`src/rtl/player_shot_ctrl.sv`:
```
// player_shot_ctrl: single player missile - launches from the cannon centre on a fire edge,
// climbs SHOT_SPEED pixels per frame, retires on hit/top edge/player death, then cools down.
module player_shot_ctrl #(
   parameter int PLAYER_W        = 32,
   parameter int SHOT_W          = 4,
   parameter int SHOT_H          = 16,
   parameter int SHOT_SPEED      = 8,
   parameter int TOP_LIMIT       = 0,
   parameter int COOLDOWN_FRAMES = 8
) (
   input  logic        clk,
   input  logic        resetN,
   input  logic        startOfFrame,
   input  logic        fireKey,
   input  logic [10:0] playerX,
   input  logic [10:0] playerY,
   input  logic        shotHit,
   input  logic        plrHit,
   output logic [10:0] shotTopLeftX,
   output logic [10:0] shotTopLeftY,
   output logic        shotActive,
   output logic        shotFired
);
   localparam int CW = (COOLDOWN_FRAMES < 1) ? 1 : $clog2(COOLDOWN_FRAMES + 1);
   localparam logic [CW-1:0] CNT_INIT   = CW'(COOLDOWN_FRAMES);
   localparam logic [10:0]   X_OFS      = 11'(PLAYER_W / 2 - SHOT_W / 2);
   localparam logic [10:0]   TOP        = 11'(TOP_LIMIT);
   localparam logic [10:0]   LAUNCH_MIN = 11'(TOP_LIMIT + SHOT_H);
   localparam logic [10:0]   MOVE_MIN   = 11'(TOP_LIMIT + SHOT_SPEED);

   typedef enum logic [1:0] {READY, FLYING, COOLDOWN} state_t;

   state_t        state_q, state_d;
   logic [CW-1:0] cnt_q, cnt_d;
   logic [10:0]   x_q, x_d, y_q, y_d;
   logic          pend_q, pend_d, fire_key_q, active_q, fired_q, fired_d, fire_edge;

   assign fire_edge = fireKey & ~fire_key_q;

   always_comb begin
      state_d = state_q;
      cnt_d   = cnt_q;
      x_d     = x_q;
      y_d     = y_q;
      pend_d  = pend_q;
      fired_d = 1'b0;
      if (plrHit) begin
         state_d = COOLDOWN;
         cnt_d   = CNT_INIT;
         pend_d  = 1'b0;
      end else begin
         case (state_q)
            READY: begin
               if (startOfFrame && (pend_q || fire_edge)) begin
                  state_d = FLYING;
                  pend_d  = 1'b0;
                  fired_d = 1'b1;
                  x_d     = playerX + X_OFS;
                  y_d     = (playerY < LAUNCH_MIN) ? TOP : playerY - 11'(SHOT_H);
               end else if (fire_edge) begin
                  pend_d = 1'b1;
               end
            end
            FLYING: begin
               // underflow is tested before subtracting so Y never wraps
               if (shotHit || (startOfFrame && y_q < MOVE_MIN)) begin
                  state_d = COOLDOWN;
                  cnt_d   = CNT_INIT;
               end else if (startOfFrame) begin
                  y_d = y_q - 11'(SHOT_SPEED);
               end
            end
            COOLDOWN: begin
               if (COOLDOWN_FRAMES == 0) begin
                  state_d = READY;
               end else if (startOfFrame) begin
                  cnt_d   = cnt_q - CW'(1);
                  state_d = (cnt_q == CW'(1)) ? READY : COOLDOWN;
               end
            end
            default: state_d = READY;
         endcase
      end
   end

   always_ff @(posedge clk or negedge resetN) begin
      if (!resetN) begin
         state_q    <= READY;
         cnt_q      <= '0;
         x_q        <= '0;
         y_q        <= '0;
         pend_q     <= 1'b0;
         fire_key_q <= 1'b0;
         active_q   <= 1'b0;
         fired_q    <= 1'b0;
      end else begin
         state_q    <= state_d;
         cnt_q      <= cnt_d;
         x_q        <= x_d;
         y_q        <= y_d;
         pend_q     <= pend_d;
         fire_key_q <= fireKey;
         active_q   <= (state_d == FLYING);
         fired_q    <= fired_d;
      end
   end

   assign shotTopLeftX = x_q;
   assign shotTopLeftY = y_q;
   assign shotActive   = active_q;
   assign shotFired    = fired_q;
endmodule

```
`config.mk`:
```
export PLATFORM = sky130hd
export DESIGN_NAME = player_shot_ctrl
export DESIGN_NICKNAME = d
export VERILOG_FILES = /design/src/rtl/player_shot_ctrl.sv
export SDC_FILE = /design/constraint.sdc
export NUM_CORES = 1
export LEC_CHECK = 0
export BUFFER_PORTS_ARGS = -buffer_cell sky130_fd_sc_hd__buf_2
export CELL_PAD_IN_SITES_DETAIL_PLACEMENT = 1
export CELL_PAD_IN_SITES_GLOBAL_PLACEMENT = 1
export CORE_ASPECT_RATIO = 0.6
export CORE_MARGIN = 2
export CORE_UTILIZATION = 38
export DETAILED_ROUTE_END_ITERATION = 8
export GPL_TIMING_DRIVEN = 1
export PLACE_DENSITY_LB_ADDON = 0.15
export SKIP_CTS_REPAIR_TIMING = 1
export SLEW_MARGIN = 20
export SYNTH_ARGS = -nofsm -noshare
export SYNTH_HDL_FRONTEND = slang
export SYNTH_SLANG_ARGS = --single-unit
```
`constraint.sdc`:
```
create_clock -name clk -period 2.2 [get_ports clk]
set_input_delay 0.11 -clock clk [delete_from_list [all_inputs] [get_ports clk]]
set_output_delay 0.11 -clock clk [all_outputs]
set_load 0.1 [all_outputs]
```
==> key figures, run 1 <==
Drt
  – Initial DRC Count: 81
  – Via count: 1622
  – Final wirelength: 4.699 mm
  – Routed WL per cell: 14.92 um
  – Vias per cell: 5.149
  – DRT antenna net count: 0
  – Residual DRC: 0
  – Pre-antenna DRT Iters: 4

STA
  – Final Hold Viols: 0
  – Worst Clk Skew: 0.006081 ns
  – Fin. max-slew vios: 0
  – Tcrit/Tclk final: 0.9080
  – Slew headroom: 0.5227
  – Hold Slack: 0.02455 ns
  – Worst slew pin tran: 0.7160 ns
  – Tmin final: 1.998 ns
  – Final Setup Violations: 0
  – Total negative slack: 0 ns
  – Highest Clock Rate: 500.6 MHz
  – Final setup margin: 0.2024 ns
  – RSZ-0062 raised after global routing: false

Logic synthesis
  – Post-synth top flop: dfrtp_1
  – Post-synth EDFFs: 0
  – Syn_nets: 226
  – Post-Syn Area per Cell: 9.245 um^2
  – Synthesized cell area: 1784 um^2
  – Yosys warns: 0
  – Async SR Flop Fraction: 1.000
  – Yosys cell types: 45
  – Post-Syn Instances: 193
  – #FFs+latches synth: 32
  – Post-synthesis sequential area ratio: 0.4488

Status
  – Status: complete, no violations

Die
  – I/O pin cnt: 52
  – Core box area: 4541 um^2
  – Starting Density: 0.3929
  – Die height: 57.08 um
  – Total die area: 5277 um^2
  – Std-Cell Rows: 19
  – Chip width: 92.46 um

Critical path
  – WP buf/inv: 2
  – Startpoint types: flop
  – Reg-to-Reg End: shotTopLeftY[9]
  – Slowest cell on the critical path: dfrtp_4
  – Crit-path max cell delay: 0.48 ns
  – CP delay by family, top: simple AND/OR/NAND/NOR gates
  – Reg2reg start: shotTopLeftY[3]
  – Crit path DAT: 2.16 ns
  – Max Fanout on Critical Path: 16
  – Worst r2r path cells: 8
  – FF-to-FF setup slack: 0.20 ns
  – Crit path kind: reg -> reg
  – Crit-path cells: inv_1 -> ha_1 -> nand2b_1 -> nor4_4 -> or4_1 -> buf_4 -> a21oi_1 -> o22a_1
  – Worst EP required: 2.36 ns
  – Worst setup EP type: flop

CTS
  – Clock buffer depth: 2
  – CTS tree: built
  – CTS Root Cell: clkbuf_8
  – Clock H-tree levels: 2
  – Clock slew at reported path FFs: 0.07 ns
  – Clk sinks: 32
  – Clock latency at the later pin of the worst-skew pair: 0.28 ns
  – Cts bufs inserted: 5

Global route
  – M2 GR Usage: 0.2555
  – Largest net degree at the start of global routing: 33
  – First-pass GRT wire length: 7.886 mm
  – Vias in the first global route: 1566
  – Total gr overflow: 0
  – Total GRT Usage: 0.1920
  – Met3 Track Usage GR: 0.05548
  – Initial antenna violation count: 0
  – GRT Max-Usage Layer: met1
  – Met1 global-route usage: 0.3091

Cells and area
  – Most frequent cells in the layout: 51 x buf_2, 24 x dfrtp_1, 22 x nand2_1, 21 x o21ai_0, 14 x nor2_1
  – Net count, final: 284
  – Non-Filler Instances: 315
  – Inserted Diodes: 0
  – Layout cell share with drive strength beyond 1: 0.3135
  – Filler cells: 548
  – Most common cell after layout, fill and taps aside: buf_2
  – Area grow syn2layout: 25.95%
  – Final core occ: 0.4949

Power
  – P_leak: 0.001121 uW
  – Maximum VDD drop: 0.0003596 V
  – PwrDens: 854.5 nW/um^2

Placement
  – Placer Congestion: 0.7576
  – Placed cells: 305
  – Buffers added on ports: 51
  – Worst slack at placement: 0.2000 ns
  – HPWL Detailed: 3.634 mm

Hold path
  – Worst Hold Launch: playerX[0]
  – Hold Path Sink: shotTopLeftX[0]
  – HP Class: in -> reg
  – Hold path cells: 3

Run
  – Max-cap viol count: 0
cell usage after synthesis, drive strengths merged, types with 2 or more instances:
master / instances / share of area
o41ai: 3 / 0.025
a21oi: 11 / 0.035
nor4: 2 / 0.015
and3: 2 / 0.0070
dfrtp: 32 / 0.45
or4: 2 / 0.0084
nand2b: 4 / 0.014
or2: 2 / 0.0070
xor2: 5 / 0.025
nand3: 5 / 0.014
buf: 3 / 0.013
ha: 5 / 0.035
o22ai: 3 / 0.011
a22o: 3 / 0.015
nor2b: 4 / 0.014
clkbuf: 3 / 0.0063
nand2: 22 / 0.046
o32a: 2 / 0.011
inv: 12 / 0.025
nor2: 14 / 0.029
xnor2: 5 / 0.025
o21ai: 23 / 0.065
or3: 4 / 0.014
nor3: 8 / 0.022
worst min-delay path, cell delays in order:
cell and delay, ns:
buf_2 0.08, nand2_1 0.04, nand2_1 0.05
state kept, by name, summed over array words and instances (netlist names):
register      count
shotTopLeftY     11
shotActive        1
state_q           2
shotFired         1
pend_q            1
cnt_q             4
shotTopLeftX     11
fire_key_q        1
worst max-delay path by stage:
stage               startpoint               to  cells past startpoint
2_1_floorplan  shotTopLeftY[3]  shotTopLeftY[9]                      8
3_3_place_gp   shotTopLeftY[3]  shotTopLeftY[9]                      8
3_5_place_dp   shotTopLeftY[3]  shotTopLeftY[9]                      8
4_1_cts        shotTopLeftY[3]  shotTopLeftY[9]                      8
5_1_grt        shotTopLeftY[4]  shotTopLeftY[9]                      8
6_report       shotTopLeftY[3]  shotTopLeftY[9]                      8
final cells by class:
type / count / area [um^2] / area share
Clock buffer: 6 / 82.58 / 0.03675
Clock inverter: 2 / 10.01 / 0.004454
Inverter: 12 / 45.04 / 0.02004
Multi-Input combinational cell: 143 / 909.6 / 0.4048
Sequential cell: 32 / 815.8 / 0.3630
Tap cell: 63 / 78.83 / 0.03508
Timing Repair Buffer: 57 / 305.3 / 0.1359
cell families after synthesis:
group	count (synthesis)	synth area share
and+or+nand+nor	71	0.2027
AOI/OAI and AO/OA	55	0.2076
DFF	32	0.4488
buffers and inverters	18	0.04488
xor gates and xnor gates	10	0.04909
adders and majority gates	5	0.03506
muxes	2	0.01192
metrics by stage:
stage / cell area, um^2 / total power, uW
3_3_place_gp: 2135 / 1442
3_5_place_dp: 2135 / 1454
4_1_cts: 2227 / 1936
6_report: 2247 / 1920
5_1_grt: 2247 / 2021
2_1_floorplan: 1799 / 1287
routing by layer:
layer,vias to the layer above,share of wire
li1,802,-
met2,45,0.39
met3,2,0.064
met5,-,0
met1,773,0.54
met4,0,0.0032
power by group:
| part | internal (uW) | switching, uW |
|---|---|---|
| sequential | 669 | 62.6 |
| clock | 250 | 227 |
| combinational | 146 | 565 |
Note: power is estimated with default switching activity, not from simulation.
==> inputs of run 2 (changes only) <==
- PLACE_DENSITY_LB_ADDON: 0.15 -> 0.1
==> key figures, run 2 (synthesized netlist as in run 1, its figures left out) <==
STA
  – Worst Clk Skew: 0.002053 ns (-0.004028 ns)
  – Tcrit/Tclk final: 0.8996 (-0.008366)
  – Final Setup Violations: 0 (unchanged)
  – Final setup margin: 0.2209 ns (+0.01840 ns)
  – Slew headroom: 0.5286 (+0.005975)
  – Fin. max-slew vios: 0 (unchanged)
  – Total negative slack: 0 ns (unchanged)
  – Worst slew pin tran: 0.7070 ns (-0.008962 ns)
  – Highest Clock Rate: 505.3 MHz (+0.93%)
  – Tmin final: 1.979 ns (-0.01841 ns)
  – Final Hold Viols: 0 (unchanged)
  – RSZ-0062 raised after global routing: false

Global route
  – Total gr overflow: 0 (unchanged)
  – Total GRT Usage: 0.1910 (-0.0009735)
  – Initial antenna violation count: 0 (unchanged)
  – First-pass GRT wire length: 7.728 mm (-2.0%)
  – Largest net degree at the start of global routing: 33 (unchanged)
  – Vias in the first global route: 1531 (-2.2%)

Critical path
  – Slowest cell on the critical path: dfrtp_4
  – WP buf/inv: 2 (unchanged)
  – Worst setup EP type: flop
  – End of the critical path: shotTopLeftY[9]
  – Startpoint types: flop
  – CP Launch Point: shotTopLeftY[3]
  – Max Fanout on Critical Path: 16 (unchanged)
  – Crit-path max cell delay: 0.48 ns (about the same)
  – Reg-to-Reg End: shotTopLeftY[9]
  – CP delay by family, top: simple AND/OR/NAND/NOR gates
  – Crit path kind: reg -> reg
  – Crit path DAT: 2.16 ns (about the same)
  – Reg2reg start: shotTopLeftY[3]
  – FF-to-FF setup slack: 0.22 ns (+0.02 ns)
  – Worst r2r path cells: 8 (unchanged)
  – Crit-path cells: inv_1 -> ha_1 -> nand2b_1 -> nor4_4 -> or4_1 -> buf_4 -> a21oi_1 -> o22a_1
  – Worst EP required: 2.38 ns (+0.02 ns)
  – Crit path depth: 8 (unchanged)

Drt
  – Via count: 1576 (-2.8%)
  – Pre-antenna DRT Iters: 4 (unchanged)
  – Initial DRC Count: 91 (+12%)
  – Final wirelength: 4.545 mm (-3.3%)
  – DRT antenna net count: 0 (unchanged)
  – Vias per cell: 5.003 (-2.8%)
  – Residual DRC: 0 (unchanged)
  – Routed WL per cell: 14.43 um (-3.3%)

CTS
  – CTS Root Cell: clkbuf_8
  – Clock H-tree levels: 2 (unchanged)
  – Clk sinks: 32 (unchanged)
  – Clock slew at reported path FFs: 0.07 ns (about the same)
  – Clock buffer depth: 2 (unchanged)
  – Cts bufs inserted: 5 (unchanged)
  – CTS tree: built
  – Clock latency at the later pin of the worst-skew pair: 0.29 ns (about the same)

Placement
  – Buffers added on ports: 51 (unchanged)
  – Worst slack at placement: 0.1982 ns (-0.001814 ns)
  – Placed cells: 305 (unchanged)
  – Placer Congestion: 0.7812 (+3.1%)
  – HPWL Detailed: 3.595 mm (-1.1%)

Die
  – Core box area: 4541 um^2 (unchanged)
  – Starting Density: 0.3929 (unchanged)
  – Chip width: 92.46 um (unchanged)
  – Std-Cell Rows: 19 (unchanged)
  – I/O pin cnt: 52 (unchanged)
  – Total die area: 5277 um^2 (unchanged)
  – Die height: 57.08 um (unchanged)

Cells and area
  – Filler cells: 551 (+0.55%)
  – Net count, final: 284 (unchanged)
  – Most common cell after layout, fill and taps aside: buf_2
  – Non-Filler Instances: 315 (unchanged)
  – Inserted Diodes: 0 (unchanged)
  – Layout cell share with drive strength beyond 1: 0.3135 (unchanged)
  – Most frequent cells in the layout: 51 x buf_2, 24 x dfrtp_1, 22 x nand2_1, 21 x o21ai_0, 14 x nor2_1
  – Final core occ: 0.4949 (unchanged)
  – Area grow syn2layout: 25.95% (unchanged)

Hold path
  – Worst Hold Launch: playerX[0]
  – HP Class: in -> reg

Status
  – Status: complete, no violations

Run
  – Max-cap viol count: 0 (unchanged)

Power
  – P_leak: 0.001110 uW (-0.95%)
  – Maximum VDD drop: 0.0003511 V (-2.4%)
  – PwrDens: 849.5 nW/um^2 (-0.58%)
==> run 2: where the power goes <==
group | switching, uW | internal (uW) | total (uW)
combinational | 564 | 147 | 711
clock | 242 | 224 | 465
sequential | 63.5 | 669 | 733
total | 869 | 1040 | 1910
==> run 2: final cells by class <==
class	instances	area [um^2]	share of cell area
Multi-Input combinational cell	143	909.6	0.4048
Sequential cell	32	815.8	0.3630
Timing Repair Buffer	57	305.3	0.1359
Tap cell	63	78.83	0.03508
Clock buffer	5	68.82	0.03062
Inverter	12	45.04	0.02004
Clock inverter	3	23.77	0.01058
==> run 2: how the worst min path moves through the flow <==
stage                      endpoint  slack (ns)  cells past startpoint
floorplan                  cnt_q[0]       -0.19                      0
global placement    shotTopLeftX[3]        0.21                      1
detailed placement         cnt_q[0]        0.21                      1
CTS                      state_q[1]       -0.12                      1
global route        shotTopLeftX[0]        0.02                      3
finish              shotTopLeftX[0]        0.03                      3
==> run 2: per-stage QoR <==
step	hold WS [ns]	power, uW	area, um^2
global placement	0.2102	1445	2135
finish	0.02874	1909	2247
floorplan	-0.1856	1287	1799
global route	0.01601	2019	2247
detailed placement	0.2052	1454	2135
CTS	-0.1155	1932	2227
==> run 2: routing by layer <==
metal / vias up / wire length [um] / track usage
met5: - / 0 / 0
met4: 0 / 29 / 0.03198
met3: 2 / 242 / 0.06341
met2: 37 / 1735 / 0.2544
met1: 739 / 2538 / 0.3018
li1: 798 / - / -
==> run 2: worst min-delay path, delay by kind of cell <==
kind          cells  cell delay (ns)
buf+inv           1             0.08
simple gates      2             0.10
==> inputs of run 3 (changes only) <==
==> constraint.sdc (replaced) <==
create_clock -name clk -period 2.2 [get_ports clk]
set_input_delay 0.55 -clock clk [delete_from_list [all_inputs] [get_ports clk]]
set_output_delay 0.55 -clock clk [all_outputs]
set_load 0.1 [all_outputs]
==> key figures, run 3 (synthesized netlist as in run 1, its figures left out) <==
Status
  – Status: complete, no violations

Cells and area
  – Net count, final: 289 (+1.8%)
  – Inserted Diodes: 0 (unchanged)
  – Layout cell share with drive strength beyond 1: 0.3346 (+0.02114)
  – Most common cell after layout, fill and taps aside: buf_2
  – Final core occ: 0.5021 (+0.007165)
  – Area grow syn2layout: 27.77%
  – Most frequent cells in the layout: 51 x buf_2, 24 x dfrtp_1, 22 x nand2_1, 21 x o21ai_0, 14 x nor2_1

Drt
  – Vias per cell: 5.025 (+0.44%)
  – Pre-antenna DRT Iters: 4 (unchanged)
  – Routed WL per cell: 14.68 um (+1.7%)
  – DRT antenna net count: 0 (unchanged)
  – Initial DRC Count: 83 (-8.8%)
  – Final wirelength: 4.696 mm (+3.3%)
  – Via count: 1608 (+2.0%)
  – Residual DRC: 0 (unchanged)

Global route
  – Initial antenna violation count: 0 (unchanged)
  – Largest net degree at the start of global routing: 33 (unchanged)
  – First-pass GRT wire length: 7.900 mm (+2.2%)
  – Vias in the first global route: 1623 (+6.0%)
  – Total gr overflow: 0 (unchanged)
  – Total GRT Usage: 0.1968 (+0.005810)

Power
  – P_leak: 0.001146 uW (+3.2%)
  – Maximum VDD drop: 0.0003450 V (-1.7%)
  – PwrDens: 838.6 nW/um^2 (-1.3%)

Critical path
  – Crit-path max cell delay: 0.50 ns (+0.02 ns)
  – Most frequent CP cell: o21ai_0
  – Slowest cell on the critical path: or4_1
  – Reg2reg start: shotTopLeftY[3]
  – Max Fanout on Critical Path: 8 (-8)
  – End of the critical path: shotTopLeftY[7]
  – Worst r2r path cells: 8 (unchanged)
  – Crit path kind: reg -> reg
  – Worst setup EP type: flop
  – Crit path DAT: 2.17 ns (about the same)
  – CP Launch Point: shotTopLeftY[3]
  – FF-to-FF setup slack: 0.18 ns (-0.04 ns)
  – Reg-to-Reg End: shotTopLeftY[7]
  – Crit-path cells: inv_1 -> ha_1 -> nand2b_1 -> nor4_4 -> or4_1 -> buf_4 -> o21ai_0 -> o21ai_0
  – Worst EP required: 2.35 ns (-0.03 ns)
  – Startpoint types: flop

Run
  – Max-cap viol count: 0 (unchanged)

Placement
  – Buffers added on ports: 51 (unchanged)
  – Placer Congestion: 0.7785 (-0.35%)
  – HPWL Detailed: 3.709 mm (+3.2%)
  – Worst slack at placement: 0.03523 ns (-0.1630 ns)

STA
  – Highest Clock Rate: 495.0 MHz (-2.0%)
  – Total negative slack: 0 ns (unchanged)
  – Worst slew pin tran: 0.4866 ns (-0.2205 ns)
  – Final setup margin: 0.1799 ns (-0.04097 ns)
  – Fin. max-slew vios: 0 (unchanged)
  – Final Hold Viols: 0 (unchanged)
  – RSZ-0062 raised after global routing: false
  – Tcrit/Tclk final: 0.9182 (+0.01862)
  – Final Setup Violations: 0 (unchanged)
  – Worst Clk Skew: 0.004383 ns (+0.002330 ns)
  – Slew headroom: 0.6745 (+0.1459)
  – Hold Slack: 0.2841 ns (+0.2554 ns)
  – Tmin final: 2.020 ns (+0.04097 ns)

CTS
  – CTS tree: built
  – CTS Root Cell: clkbuf_8
  – Clock H-tree levels: 2 (unchanged)
  – Clock latency at the later pin of the worst-skew pair: 0.28 ns (about the same)
  – Clk sinks: 32 (unchanged)
  – Cts bufs inserted: 5 (unchanged)
  – Clock slew at reported path FFs: 0.07 ns (about the same)
  – Clock buffer depth: 2 (unchanged)

Die
  – Std-Cell Rows: 19 (unchanged)
  – I/O pin cnt: 52 (unchanged)
  – Starting Density: 0.3929 (unchanged)
  – Die height: 57.08 um (unchanged)
  – Total die area: 5277 um^2 (unchanged)
  – Core box area: 4541 um^2 (unchanged)
  – Chip width: 92.46 um (unchanged)

Hold path
  – HP Class: in -> async
run 3: cell types whose count changed in the layout (fill, tap and decap cells not counted):
cell	before	now
clkinv_2	0	2
buf_4	4	11
dlygate4sd3_1	2	0
clkbuf_8	5	6
clkinv_4	1	0
clkinvlp_4	2	0
run 3: layout make-up:
cell class,count,area [um^2]
Fill cell,559,2261
Multi-Input combinational cell,143,909.6
Sequential cell,32,815.8
Timing Repair Buffer,62,337.8
Clock buffer,6,82.58
Tap cell,63,78.83
Inverter,12,45.04
Clock inverter,2,10.01
run 3: critical path, delay by kind of cell, from the launching register on:
family / cells / cell delay (ns)
AO/OA/AOI/OAI: 2 / 0.24
adder cells (fa/ha/maj): 1 / 0.23
buffers and inverters: 2 / 0.28
flip-flops: 1 / 0.42
AND/OR/NAND/NOR: 3 / 0.72
run 3: metrics by stage:
step           std cells  cell area (um^2)  power [uW]
2_1_floorplan        193              1799        1287
3_3_place_gp         312              2187        1450
3_5_place_dp         312              2187        1459
4_1_cts              320              2280        1931
5_1_grt              320              2280        2007
6_report             320              2280        1912
run 3: worst min-delay path by stage:
stage                           from          endpoint  slack, ns
finish                        resetN   shotTopLeftX[2]       0.28
global route                  resetN   shotTopLeftX[2]       0.31
CTS                           resetN   shotTopLeftY[8]       0.29
detailed placement   shotTopLeftX[0]   shotTopLeftX[0]       0.46
global placement    shotTopLeftX[10]  shotTopLeftX[10]       0.46
floorplan                     resetN          cnt_q[0]       0.25
run 3: metal layers:
metal  GRT usage  wire, um  vias to the layer above
li1            -         -                      809
met5           0         0                        -
met3     0.05020       281                        6
met2      0.2596      1762                       47
met4     0.06610        76                        0
met1      0.3096      2576                      746
run 3: where the power goes:
group	total, uW	switching [uW]	leakage [uW]	internal [uW]
logic	715	566	0.000690	150
registers	734	64.2	0.000405	669
clock network	463	213	0.0000510	249
